$ cat src/rtl/seq_arith_datapath.sv
// seq_arith_datapath
// Self-sequenced signed datapath. A start in IDLE captures op_a/op_b plus
// opcode and shamt. The FSM then runs three stages:
//   S1    : compare/abs unit (abs, min, max, pass-through of A) into R4
//   SHIFT : arithmetic right shift of A, one bit per cycle, shamt cycles
//   EXEC  : combine unit (add, sub, and, xor) of R4 and shifted A
// DONE then raises a one-cycle done pulse.
// Ports:
//   clk, rst        rising-edge clock, asynchronous active-high reset
//   start           operation request, sampled only in IDLE
//   op_a, op_b      signed operands (WIDTH bits)
//   opcode          [1:0] stage-1 op, [3:2] stage-2 op
//   shamt           arithmetic right-shift amount applied to A
//   busy            high whenever the FSM is not idle
//   done            one-cycle pulse marking result/ovf valid
//   result, ovf     registered result and overflow/saturation flag
module seq_arith_datapath #(
    parameter int WIDTH = 8,
    parameter int SHW   = $clog2(WIDTH)
) (
    input  logic             clk,
    input  logic             rst,
    input  logic             start,
    input  logic [WIDTH-1:0] op_a,
    input  logic [WIDTH-1:0] op_b,
    input  logic [3:0]       opcode,
    input  logic [SHW-1:0]   shamt,
    output logic             busy,
    output logic             done,
    output logic [WIDTH-1:0] result,
    output logic             ovf
);

    typedef enum logic [2:0] {
        ST_IDLE  = 3'd0,
        ST_S1    = 3'd1,
        ST_SHIFT = 3'd2,
        ST_EXEC  = 3'd3,
        ST_DONE  = 3'd4
    } state_t;

    localparam logic [WIDTH-1:0] MOST_NEG = {1'b1, {(WIDTH-1){1'b0}}};
    localparam logic [WIDTH-1:0] MOST_POS = {1'b0, {(WIDTH-1){1'b1}}};
    localparam logic [WIDTH-1:0] ONE_W    = {{(WIDTH-1){1'b0}}, 1'b1};
    localparam logic [SHW-1:0]   ONE_S    = {{(SHW-1){1'b0}}, 1'b1};

    state_t           state_q, state_d;
    logic [WIDTH-1:0] r1_q, r1_d, r2_q, r2_d, r3_q, r3_d, r4_q, r4_d;
    logic [SHW-1:0]   cnt_q, cnt_d, shamt_q, shamt_d;
    logic [3:0]       opc_q, opc_d;
    logic             sat_q, sat_d;
    logic [WIDTH-1:0] result_q, result_d;
    logic             ovf_q, ovf_d, busy_q, busy_d, done_q, done_d;

    logic [WIDTH-1:0] au1_s, au2_s, sum_s, diff_s;
    logic             sat_s, ovf2_s;

    // Stage-1 unit: abs/min/max/pass of R1, R2; abs of most-negative saturates
    always_comb begin
        au1_s = r1_q;
        sat_s = 1'b0;
        case (opc_q[1:0])
            2'b00: begin
                if (r1_q == MOST_NEG) begin
                    au1_s = MOST_POS;
                    sat_s = 1'b1;
                end else if (r1_q[WIDTH-1]) begin
                    au1_s = (~r1_q) + ONE_W;
                end else begin
                    au1_s = r1_q;
                end
            end
            2'b01: begin
                if ($signed(r1_q) < $signed(r2_q)) au1_s = r1_q;
                else                               au1_s = r2_q;
            end
            2'b10: begin
                if ($signed(r1_q) > $signed(r2_q)) au1_s = r1_q;
                else                               au1_s = r2_q;
            end
            2'b11:   au1_s = r1_q;
            default: au1_s = r1_q;
        endcase
    end

    // Stage-2 unit: combine R4 with shifted A; add/sub overflow from sign bits
    always_comb begin
        sum_s  = r4_q + r3_q;
        diff_s = r4_q - r3_q;
        au2_s  = sum_s;
        ovf2_s = 1'b0;
        case (opc_q[3:2])
            2'b00: begin
                au2_s  = sum_s;
                ovf2_s = (r4_q[WIDTH-1] == r3_q[WIDTH-1]) &&
                         (sum_s[WIDTH-1] != r4_q[WIDTH-1]);
            end
            2'b01: begin
                au2_s  = diff_s;
                ovf2_s = (r4_q[WIDTH-1] != r3_q[WIDTH-1]) &&
                         (diff_s[WIDTH-1] != r4_q[WIDTH-1]);
            end
            2'b10:   au2_s = r4_q & r3_q;
            2'b11:   au2_s = r4_q ^ r3_q;
            default: au2_s = sum_s;
        endcase
    end

    // Sequencer: next state and next values of every datapath register
    always_comb begin
        state_d  = state_q;
        r1_d     = r1_q;
        r2_d     = r2_q;
        r3_d     = r3_q;
        r4_d     = r4_q;
        cnt_d    = cnt_q;
        shamt_d  = shamt_q;
        opc_d    = opc_q;
        sat_d    = sat_q;
        result_d = result_q;
        ovf_d    = ovf_q;
        case (state_q)
            ST_IDLE: begin
                if (start) begin
                    r1_d    = op_a;
                    r2_d    = op_b;
                    opc_d   = opcode;
                    shamt_d = shamt;
                    state_d = ST_S1;
                end else begin
                    state_d = ST_IDLE;
                end
            end
            ST_S1: begin
                r4_d  = au1_s;
                sat_d = sat_s;
                r3_d  = r1_q;
                cnt_d = shamt_q;
                if (shamt_q != {SHW{1'b0}}) state_d = ST_SHIFT;
                else                        state_d = ST_EXEC;
            end
            ST_SHIFT: begin
                r3_d  = {r3_q[WIDTH-1], r3_q[WIDTH-1:1]};
                cnt_d = cnt_q - ONE_S;
                // cnt==1 means this edge performs the final shift
                if (cnt_q == ONE_S) state_d = ST_EXEC;
                else                state_d = ST_SHIFT;
            end
            ST_EXEC: begin
                result_d = au2_s;
                ovf_d    = sat_q | ovf2_s;
                state_d  = ST_DONE;
            end
            ST_DONE: state_d = ST_IDLE;
            default: state_d = ST_IDLE;
        endcase
        // Status outputs are registered copies decoded from the next state
        busy_d = (state_d != ST_IDLE);
        done_d = (state_d == ST_DONE);
    end

    // State and datapath registers with asynchronous clear
    always_ff @(posedge clk or posedge rst) begin
        if (rst) begin
            state_q  <= ST_IDLE;
            r1_q     <= {WIDTH{1'b0}};
            r2_q     <= {WIDTH{1'b0}};
            r3_q     <= {WIDTH{1'b0}};
            r4_q     <= {WIDTH{1'b0}};
            cnt_q    <= {SHW{1'b0}};
            shamt_q  <= {SHW{1'b0}};
            opc_q    <= 4'b0000;
            sat_q    <= 1'b0;
            result_q <= {WIDTH{1'b0}};
            ovf_q    <= 1'b0;
            busy_q   <= 1'b0;
            done_q   <= 1'b0;
        end else begin
            state_q  <= state_d;
            r1_q     <= r1_d;
            r2_q     <= r2_d;
            r3_q     <= r3_d;
            r4_q     <= r4_d;
            cnt_q    <= cnt_d;
            shamt_q  <= shamt_d;
            opc_q    <= opc_d;
            sat_q    <= sat_d;
            result_q <= result_d;
            ovf_q    <= ovf_d;
            busy_q   <= busy_d;
            done_q   <= done_d;
        end
    end

    assign busy   = busy_q;
    assign done   = done_q;
    assign result = result_q;
    assign ovf    = ovf_q;

endmodule

$ cat config.mk
export PLATFORM = sky130hd
export DESIGN_NAME = seq_arith_datapath
export DESIGN_NICKNAME = d
export VERILOG_FILES = /design/src/rtl/seq_arith_datapath.sv
export SDC_FILE = /design/constraint.sdc
export NUM_CORES = 1
export LEC_CHECK = 0
export ABC_AREA = 1
export BUFFER_PORTS_ARGS = -buffer_cell sky130_fd_sc_hd__buf_2
export CAP_MARGIN = 20
export CORE_ASPECT_RATIO = 1.5
export CORE_MARGIN = 2
export CORE_UTILIZATION = 27
export DETAILED_ROUTE_END_ITERATION = 8
export PLACE_DENSITY_LB_ADDON = 0.12
export SYNTH_ARGS = -nofsm -noshare
export SYNTH_HDL_FRONTEND = slang
export SYNTH_SLANG_ARGS = --single-unit
export TNS_END_PERCENT = 50
$ cat constraint.sdc
create_clock -name clk -period 1.8 [get_ports clk]
set_input_delay 0.27 -clock clk [delete_from_list [all_inputs] [get_ports clk]]
set_output_delay 0.27 -clock clk [all_outputs]
set_load 0.02 [all_outputs]
==> results_dict.tcl <==
set metrics [dict create \
    swShare_pct 46.4 \
    place_inst 788 \
    vias 3866 \
    ys_seq_area_share_pct 37.6 \
    hold_class "input port to register" \
    fin_ws_ns -0.118 \
    routed_wl_um 11500 \
    cts_buffers 9 \
    p_per_area_mw_per_mm2 2320 \
    synth_edf_count 0 \
    syn2layout_area_growth_pct 44.8 \
    vias_per_cell 4.72 \
    h-tree-depth 3 \
    ys.flop_type "dfrtp_1" \
    cp-end-kind "register" \
    die_h_um 149 \
    crit_family "simple AND/OR/NAND/NOR gates" \
    synth.most_common_cell "nand2_1" \
    criticalPathCategory "register to register" \
    seq_power_share_pct 18.0 \
    ys_types 35 \
    crit_top_cell "nand2_2" \
    clk_path_buf_depth 2 \
    diodes 0 \
    finalHoldViolCount 0 \
    ir_drop_mv 0.825 \
    fin_cells 819 \
    cts.sinks 57 \
    io_pins 37 \
    synthTopCellsByCount "nand2_1 (110), inv_1 (74), dfrtp_1 (57)" \
    drt-initial-drc-count 127 \
    place_hpwl_um 8870 \
    crit_arrival_ns 2.14 \
    grt_pass1_wl_um 18800 \
    min_period_ns 1.92 \
    violations "setup timing" \
    grt.overflow.total 0 \
    finalSetupViolations 4 \
    syn-cell-area_mm2 0.00379 \
    clock-skew-final_ns 0.00468 \
    outcome "complete, but fails checks" \
    crit_slowest_cell "dfrtp_1" \
    synth_top_area_share_pct 37.6 \
    grt_pass1_vias 3909 \
    seqCellArea_mm2 0.00143 \
    syn_nets 571 \
    cp-start-kind "register" \
    yosys.area.top_type "dfrtp_1" \
    die-area_mm2 0.0150 \
    worstPathRequired_ns 2.02 \
    ys_ff_latch 57 \
    pwr-share-comb_pct 69.3 \
    gp_congestion 0.894 \
    relSlewSlack_pct 68.8 \
    fmax_ghz 0.521 \
    gr-usage-all-layers_pct 16.0 \
    place_ws_ns -0.177 \
    internal-power_uw 6830 \
    final_cell_area_mm2 0.00549 \
    rsz0062_at_grt "true" \
    yosysWarnings 0 \
    final_layout_size_suffix_gt1_share_pct 34.3 \
    syn_inst 517 \
    coreArea_mm2 0.0139 \
    p_leak_uw 0.00277 \
    cts_tree "built" \
    slew_violations 0 \
    wl_per_cell_um 14.0 \
    synth.avg_cell_area_um2 7.34 \
    synthArstFlopShare_pct 100 \
    worstMarginPinSlew_ns 0.468 \
    drc 0 \
    path_max_fanout 3 \
    cp_cell_sequence "inv_1 > ha_2 > fa_2 > inv_2 > nand3_2 > nand2_2 > nand2_2 > nand2_2 > a21oi_2 > or2_4 > nand3_2 > nand3_2 > nand2_2 > nand2_1" \
    fin_crit_sh_pct 107 \
    multi_input_area_mm2 0.00231 \
    switchingPower_uw 5930 \
    port_buffers 36 \
    antenna_left 0 \
    rows 53 \
    layout.nets 703 \
    initial_utilization_pct 27.4 \
    synth.area.top_cells "dfrtp_1 (38%), nand2_1 (11%), ha_1 (8.6%)" \
    placed_cell_area_mm2 0.00480 \
    cpPeakStageDelay_ns 0.36 \
    dr.pass1.iters 4 \
    path_clk_slew_ns 0.06 \
    antenna_found_initial 0 \
    critPathBufInv 2 \
    cap_violations 0 \
    clock_latency_ns 0.33 \
    die_w_um 101 \
    grt_start_max_net_pins 47 \
    n_fill_cell 1465 \
    p_clk_share_pct 12.7 \
    clock-root-buffer "clkbuf_16" \
]
## logic make-up (layout without fill, tap and decap cells)
group	count (synthesis)	after routing	synth area share (%)
compound gates	100	100	15.2
flops	57	57	37.6
fa+ha+maj	28	28	9.63
buf+inv	92	228	9.37
xor+xnor	7	7	1.62
simple gates	233	234	26.6
## registers in the layout, indices dropped and copies added (netlist names)
signal	cells
r3_q	8
done	1
cnt_q	3
state_q	3
r1_q	8
ovf	1
shamt_q	3
sat_q	1
busy	1
r2_q	8
opc_q	4
result	8
r4_q	8
## final cells by class
| cell class | count | area share, % |
|---|---|---|
| clock inverter | 6 | 0.797 |
| clock buffer | 10 | 4.35 |
| tap | 165 | 3.76 |
| timing repair buffer | 135 | 17.7 |
| multi-input combinational | 369 | 42.1 |
| inverter | 77 | 5.28 |
| sequential | 57 | 26.0 |
## worst paths after layout
path | startpoint | to | slack [ns] | cells past startpoint
min in group asynchronous | rst | done$_DFF_PP0_ | 0.50 | 3
min reg2reg | result[5]$_DFFE_PP0P_ | result[5]$_DFFE_PP0P_ | 0.48 | 2
min | shamt[1] | shamt_q[1]$_DFFE_PP0P_ | 0.18 | 3
max in group asynchronous | rst | r1_q[5]$_DFFE_PP0P_ | 0.82 | 4
max reg2reg | r4_q[0]$_DFFE_PP0P_ | result[6]$_DFFE_PP0P_ | -0.12 | 14
max | r4_q[0]$_DFFE_PP0P_ | result[6]$_DFFE_PP0P_ | -0.12 | 14
## cell usage in the layout (no fill, tap or decap), types with 2 or more instances in the layout
master       n
inv_1       61
nor2_4       2
buf_2       36
inv_2       13
nand2_2     15
buf_6        6
o211ai_1     3
fa_2         2
clkinvlp_4   4
nand2_1     96
xor2_1       5
a21oi_1     33
o22ai_1      5
nand4_1     10
clkbuf_16    9
nor2_2       4
nor2_1      45
o21ai_0     25
a21oi_2      7
nand3_2     10
dfrtp_1     57
ha_1        16
nand3b_1     2
o21ai_1      4
ha_4         9
clkinv_1     2
clkinv_2     2
nand3_1     40
xnor2_1      2
nand3_4      2
nand2_4      2
buf_4       90
o221ai_1     8
a31oi_1      8
buf_12       2
## power groups by stage
stage          sequential, uW  clock [uW]  combinational [uW]
3_3_place_gp             2260           0                7580
4_1_cts                  2280        1680                8250
6_report                 2300        1620                8840
5_1_grt                  2380        1740                9880
2_1_floorplan            2370           0                4530
3_5_place_dp             2280           0                7620
## routing by layer
metal / GRT usage (%) / part of all wire (%) / wire length [um] / vias to the layer above
met5: 0 / 0 / 0 / -
met4: 7.33 / 3.1 / 361 / 0
met3: 2.39 / 2.3 / 269 / 26
met2: 31.1 / 57 / 6490 / 59
met1: 16.4 / 38 / 4360 / 1799
li1: - / - / - / 1982
## metrics by stage
step	TNS (ns)	hold slack, ns	power (uW)	util (%)
2_1_floorplan	-0.0393	0.429	6900	-
3_3_place_gp	-0.878	0.317	9840	34.6
3_5_place_dp	-1.11	0.319	9900	34.6
4_1_cts	-0.278	0.176	12200	38.2
5_1_grt	-1.69	0.189	14000	39.6
6_report	-0.142	0.182	12800	39.6
## repair_timing
action                                 4_1_cts  5_1_grt
hold buffers                                 1        0
cloned                                       0        1
endpoints found under the hold margin       16        0
buffers inserted                             4        9
resized for setup                           39       37
pin swaps                                   20       27
setup endpoints to repair                   14       15
## worst register-to-register path, stage by stage (launching register included)
cell and delay (ns):
dfrtp_1 0.36, inv_1 0.05, ha_2 0.19, fa_2 0.35
inv_2 0.08, nand3_2 0.06, nand2_2 0.09, nand2_2 0.06
nand2_2 0.06, a21oi_2 0.05, or2_4 0.22, nand3_2 0.06
nand3_2 0.07, nand2_2 0.05, nand2_1 0.04
Note: power is estimated with default switching activity, not from simulation.
